File: src/rtl/or_stim_sequencer.sv
`default_nettype none
// ============================================================================
// Module      : or_stim_sequencer
// Description : Stimulus sequencer for a downstream four-input OR stage.
//               A start request latches a pattern set (mode) and a per-pattern
//               hold time (dwell), then steps through the patterns, holding
//               each for dwell+1 cycles. Alongside each pattern it drives the
//               expected OR result. A one-cycle done pulse follows a complete
//               sequence. An abort or reset returns the block to idle without
//               a done pulse.
// Ports       : clk     - single clock, rising edge
//               rst     - synchronous active-high reset
//               start   - begin a sequence (sampled only when idle)
//               abort   - terminate a running sequence
//               mode    - 00/11 binary, 01 walking-one, 10 Gray
//               dwell   - cycles per pattern minus one
//               a,b,c,d - pattern bits 0..3
//               exp_or  - a|b|c|d of the current pattern
//               valid   - a..d carry a sequence pattern
//               busy    - sequence running
//               done    - one-cycle completion pulse
//               idx     - index of the current pattern
// Revision    : 1.0 - initial release
// ============================================================================
module or_stim_sequencer #(
    parameter int DWELL_W = 8
) (
    input  logic               clk,
    input  logic               rst,
    input  logic               start,
    input  logic               abort,
    input  logic [1:0]         mode,
    input  logic [DWELL_W-1:0] dwell,
    output logic               a,
    output logic               b,
    output logic               c,
    output logic               d,
    output logic               exp_or,
    output logic               valid,
    output logic               busy,
    output logic               done,
    output logic [3:0]         idx
);

    localparam logic [1:0] c_IDLE = 2'd0;
    localparam logic [1:0] c_RUN  = 2'd1;
    localparam logic [1:0] c_DONE = 2'd2;

    localparam logic [1:0] c_MODE_WALK = 2'b01;
    localparam logic [1:0] c_MODE_GRAY = 2'b10;

    // Pattern generator shared by the first pattern (from the live mode input)
    // and subsequent patterns (from the latched mode).
    function automatic logic [3:0] f_pattern(input logic [1:0] m, input logic [3:0] i);
        logic [3:0] p;
        case (m)
            c_MODE_WALK: p = 4'b0001 << i[1:0];
            c_MODE_GRAY: p = i ^ (i >> 1);
            default:     p = i;
        endcase
        return p;
    endfunction

    logic [1:0]         r_state_q, w_state_d;
    logic [1:0]         r_mode_q,  w_mode_d;
    logic [DWELL_W-1:0] r_dwell_q, w_dwell_d;
    logic [DWELL_W-1:0] r_cnt_q,   w_cnt_d;
    logic [3:0]         r_idx_q,   w_idx_d;
    logic [3:0]         r_pat_q,   w_pat_d;
    logic               r_exp_or_q, w_exp_or_d;
    logic               r_valid_q, w_valid_d;
    logic               r_busy_q,  w_busy_d;
    logic               r_done_q,  w_done_d;
    logic [3:0]         w_last_idx;

    // Walking-one has four patterns; every other set has sixteen.
    assign w_last_idx = (r_mode_q == c_MODE_WALK) ? 4'd3 : 4'd15;

    always_comb begin
        // Outputs default to the all-zero idle image; only an active RUN
        // cycle drives anything else.
        w_state_d = r_state_q;
        w_mode_d  = r_mode_q;
        w_dwell_d = r_dwell_q;
        w_cnt_d   = r_cnt_q;
        w_idx_d   = 4'd0;
        w_pat_d   = 4'd0;
        w_valid_d = 1'b0;
        w_busy_d  = 1'b0;
        w_done_d  = 1'b0;

        case (r_state_q)
            c_IDLE: begin
                if (start && !abort) begin
                    w_state_d = c_RUN;
                    w_mode_d  = mode;
                    w_dwell_d = dwell;
                    w_cnt_d   = '0;
                    w_pat_d   = f_pattern(mode, 4'd0);
                    w_valid_d = 1'b1;
                    w_busy_d  = 1'b1;
                end
            end

            c_RUN: begin
                if (abort) begin
                    w_state_d = c_IDLE;
                    w_cnt_d   = '0;
                end else if (r_cnt_q == r_dwell_q) begin
                    // Final dwell cycle of this pattern: advance or finish.
                    w_cnt_d = '0;
                    if (r_idx_q == w_last_idx) begin
                        w_state_d = c_DONE;
                        w_done_d  = 1'b1;
                    end else begin
                        w_idx_d   = r_idx_q + 4'd1;
                        w_pat_d   = f_pattern(r_mode_q, r_idx_q + 4'd1);
                        w_valid_d = 1'b1;
                        w_busy_d  = 1'b1;
                    end
                end else begin
                    w_cnt_d   = r_cnt_q + 1'b1;
                    w_idx_d   = r_idx_q;
                    w_pat_d   = r_pat_q;
                    w_valid_d = 1'b1;
                    w_busy_d  = 1'b1;
                end
            end

            c_DONE: begin
                w_state_d = c_IDLE;
            end

            default: begin
                w_state_d = c_IDLE;
                w_cnt_d   = '0;
            end
        endcase

        // Derived from the next pattern so it is registered on the same edge.
        w_exp_or_d = |w_pat_d;
    end

    always_ff @(posedge clk) begin
        if (rst) begin
            r_state_q  <= c_IDLE;
            r_mode_q   <= 2'b00;
            r_dwell_q  <= '0;
            r_cnt_q    <= '0;
            r_idx_q    <= 4'd0;
            r_pat_q    <= 4'd0;
            r_exp_or_q <= 1'b0;
            r_valid_q  <= 1'b0;
            r_busy_q   <= 1'b0;
            r_done_q   <= 1'b0;
        end else begin
            r_state_q  <= w_state_d;
            r_mode_q   <= w_mode_d;
            r_dwell_q  <= w_dwell_d;
            r_cnt_q    <= w_cnt_d;
            r_idx_q    <= w_idx_d;
            r_pat_q    <= w_pat_d;
            r_exp_or_q <= w_exp_or_d;
            r_valid_q  <= w_valid_d;
            r_busy_q   <= w_busy_d;
            r_done_q   <= w_done_d;
        end
    end

    assign a      = r_pat_q[0];
    assign b      = r_pat_q[1];
    assign c      = r_pat_q[2];
    assign d      = r_pat_q[3];
    assign exp_or = r_exp_or_q;
    assign valid  = r_valid_q;
    assign busy   = r_busy_q;
    assign done   = r_done_q;
    assign idx    = r_idx_q;

endmodule
`default_nettype wire

File: config.mk
export PLATFORM = sky130hd
export DESIGN_NAME = or_stim_sequencer
export DESIGN_NICKNAME = d
export VERILOG_FILES = /design/src/rtl/or_stim_sequencer.sv
export SDC_FILE = /design/constraint.sdc
export NUM_CORES = 1
export LEC_CHECK = 0
export ABC_CLOCK_PERIOD_IN_PS = 2140
export CAP_MARGIN = 30
export CORE_MARGIN = 10
export CORE_UTILIZATION = 55
export DETAILED_ROUTE_END_ITERATION = 10
export DONT_BUFFER_PORTS = 1
export GPL_ROUTABILITY_DRIVEN = 0
export PLACE_DENSITY = 0.7
export SLEW_MARGIN = 30
export SYNTH_ARGS = -nofsm -noshare
export SYNTH_HDL_FRONTEND = slang
export SYNTH_SLANG_ARGS = --single-unit
export TNS_END_PERCENT = 20
File: constraint.sdc
create_clock -name clk -period 2.14 [get_ports clk]
set_input_delay 0.535 -clock clk [delete_from_list [all_inputs] [get_ports clk]]
set_output_delay 0.535 -clock clk [all_outputs]
set_load 0.02 [all_outputs]
==> metrics.md <==
| Metric | Value |
|---|---|
| Clk_skew | `0.00915 ns` |
| Tmin final | `around 1.9 ns` |
| RSZ-0062 raised after global routing | `no` |
| Starting density of the core | `0.578` |
| Pre-antenna DRT Iters | `5` |
| CTS tree | `yes` |
| Final HPWL DP | `2610 um` |
| Area leader, netlist | `dfxtp_1` |
| Worst rel slew slack | `0.690` |
| EDFF count, synth | `0` |
| Worst vdd ir | `535 uV` |
| Clock sink count | `31` |
| Post-synthesis net count | `219` |
| DIE AREA | `5480 um^2` |
| Status | `completed` |
| Row count | `19` |
| Slowest-stage cell, CP | `ha_1` |
| Pwr/cell area | `~670 nW/um^2` |
| DR vias/cell | `5.57` |
| Worst Setup Path Type | `flip-flop to flip-flop` |
| Clock root cell | `clkbuf_4` |
| Port bufs | `0` |
| Post-route ant nets | `0` |
| Critical path buffer and inverter count | `1` |
| Tightest Pin Transition | `around 0.46 ns` |
| Fin nets | `~220` |
| Wirelength per Cell | `14.3 um` |
| Initial antenna violation count | `0` |
| TNS Setup | `0 ns` |
| Area growth syn-to-layout | `7.40%` |
| Max-Cap Viols | `0` |
| Setup crit start kind | `flip-flop` |
| Die Width | `around 74 um` |
| First-pass GRT wire length | `5770 um` |
| Clk slew on worst S/H paths | `about 0.10 ns` |
| Non-filler cells, final | `233` |
| Largest net degree at the start of global routing | `18` |
| Delay-heaviest family, CP | `multiplexers` |
| Tightest Hold Check Type | `input port to flip-flop` |
| Fin. Hold Viols | `0` |
| Synth Instances | `197` |
| CP cell instances | `inv_1, ha_1, nor2_1, mux2_1, a222oi_1, nor2_1, mux2i_1, o211ai_1` |
| Synth area leaders | `dfxtp_1 39%, nand2_1 7.7%, nor2_1 6.5%, ha_1 6.2%, a21oi_1 5.9%` |
| GRT Total Usage | `0.133` |
| Final setup vio count | `0` |
| Post-synth ARST share | `0` |
| Detailed Route Iter0 Violations | `76` |
| Main flop type after synthesis | `dfxtp_1` |
| Register area share after synthesis | `0.386` |
| Vias in the first global route | `1,252` |
| Area of the multi-input gates | `907 um^2` |
| CP peak stage delay | `0.43 ns` |
| Layout fillers | `256` |
| Hold Worst Slack | `0.257 ns` |
| Synth warn | `0` |
| Post-Layout Inst Area | `1730 um^2` |
| ANT cells | `0` |
| Total gr overflow | `0` |
| Crit-path max FO | `9` |
| Htree depth | `2` |
| Unique masters post-synth | `39` |
| Slew Limit Fails | `0` |
| Tcrit/Tclk final | `0.894` |
| Area after DPL | `1640 um^2` |
| Io pins | `26` |
| P_leak | `0.651 nW` |
| Register area | `622 um^2` |
| Remaining DRCs | `0` |
| CP Capture Type | `flip-flop` |
| Crit path required time | `2.35 ns` |
| Clk buf depth | `2` |
| Skew-Pair Late Insertion Delay | `0.33 ns` |
| Most frequent CP cell | `nor2_1` |
| Mapped Area | `1610 um^2` |
| Share of the synthesized area in the top cell type | `0.386` |
| Worst Path Arrival | `2.12 ns` |
| Height of the die | `74.0 um` |
| Total power | `1.16 mW` |
| Core ar. | `2780 um^2` |
| Num CTS Buffers | `5` |
| Layout cells sized above 1 | `0.119` |
| Placed Cells | `225` |
| F_max | `523 MHz` |
| FF+latch count, synth | `31` |
| DRT Wirelength | `approximately 3300 um` |
| Vias post-DR | `~1,300` |
| Avg Inst Size Synth | `8.16 um^2` |
==> power by group <==
part / leakage (nW) / internal, mW / switching [mW] / total [mW]
Clock: 0.0383 / 0.241 / 0.191 / 0.432
Combinational: 0.361 / 0.0471 / 0.0718 / 0.119
Sequential: 0.252 / 0.590 / 0.0148 / 0.605
==> registers in the layout (all words and copies together) (netlist names) <==
name and cells:
r_mode_q 2, r_state_q 2, r_pat_q 4, busy 1
r_dwell_q 8, exp_or 1, done 1, r_cnt_q 8
idx 4
==> Yosys cell counts, types with 3 or more instances <==
| library cell | count |
|---|---|
| a21oi_1 | 19 |
| buf_4 | 3 |
| clkbuf_1 | 4 |
| dfxtp_1 | 31 |
| ha_1 | 8 |
| inv_1 | 9 |
| nand2_1 | 33 |
| nand4_1 | 5 |
| nor2_1 | 28 |
| nor3_1 | 4 |
| o21ai_0 | 4 |
| xnor2_1 | 10 |
| xor2_1 | 5 |
==> cells by family after synthesis <==
logic type	Yosys count	synth area share
muxes	3	0.0195
xor gates and xnor gates	16	0.0919
buffers and inverters	18	0.0506
AOI/OAI and AO/OA	38	0.156
and+or+nand+nor	83	0.234
adders and majority gates	8	0.0623
DFF	31	0.386
==> path summary, 6_finish.rpt <==
check / startpoint / to / slack [ns] / cells past startpoint
worst max-delay path: r_mode_q[0]$_SDFFE_PP0P_ / exp_or$_SDFF_PP0_ / 0.23 / 8
worst min-delay path: rst / r_dwell_q[6]$_SDFFE_PP0P_ / 0.26 / 1
worst max register to register: r_mode_q[0]$_SDFFE_PP0P_ / exp_or$_SDFF_PP0_ / 0.23 / 8
worst min register to register: r_dwell_q[4]$_SDFFE_PP0P_ / r_dwell_q[4]$_SDFFE_PP0P_ / 0.47 / 2
==> final cells by class <==
| class | instances | area share |
|---|---|---|
| sequential | 31 | 0.360 |
| multi-input combinational | 148 | 0.526 |
| inverter | 9 | 0.0196 |
| clock inverter | 1 | 0.0174 |
| timing repair buffer | 7 | 0.0305 |
| tap | 31 | 0.0225 |
| clock buffer | 6 | 0.0239 |
==> stage by stage <==
stage | util | setup slack, ns
4_1_cts | 0.616 | 0.110
3_3_place_gp | 0.591 | 0.205
6_report | 0.620 | 0.227
5_1_grt | 0.620 | 0.0560
2_1_floorplan | - | 0.142
3_5_place_dp | 0.591 | 0.132
==> routing by layer <==
metal	part of all wire	routed length, um	track usage	up-vias
met3	0.083	278	0.0598	5
met1	0.45	1490	0.164	596
met2	0.46	1520	0.198	33
met4	0.013	44	0.0559	0
li1	-	-	-	664
met5	0	0	0	-
==> cell usage in the layout, fill, tap and decap left out, drive strengths merged, types with 2 or more instances in the layout <==
cell / instances
mux2i: 2
buf: 7
dfxtp: 31
nand4: 5
or2: 2
xor2: 6
nand3: 2
a221oi: 2
nor2: 29
inv: 9
a21o: 2
clkbuf: 6
nor3: 4
nand3b: 2
o21a: 2
o21ai: 4
a211o: 2
a21oi: 19
nand2: 34
ha: 8
xnor2: 10
==> what timing repair did <==
action	in CTS	in global routing
setup buffers	0	1
setup endpoints to repair	0	2
resized for setup	0	2
hold buffers	0	0
Power figures use the tool's default switching activity.
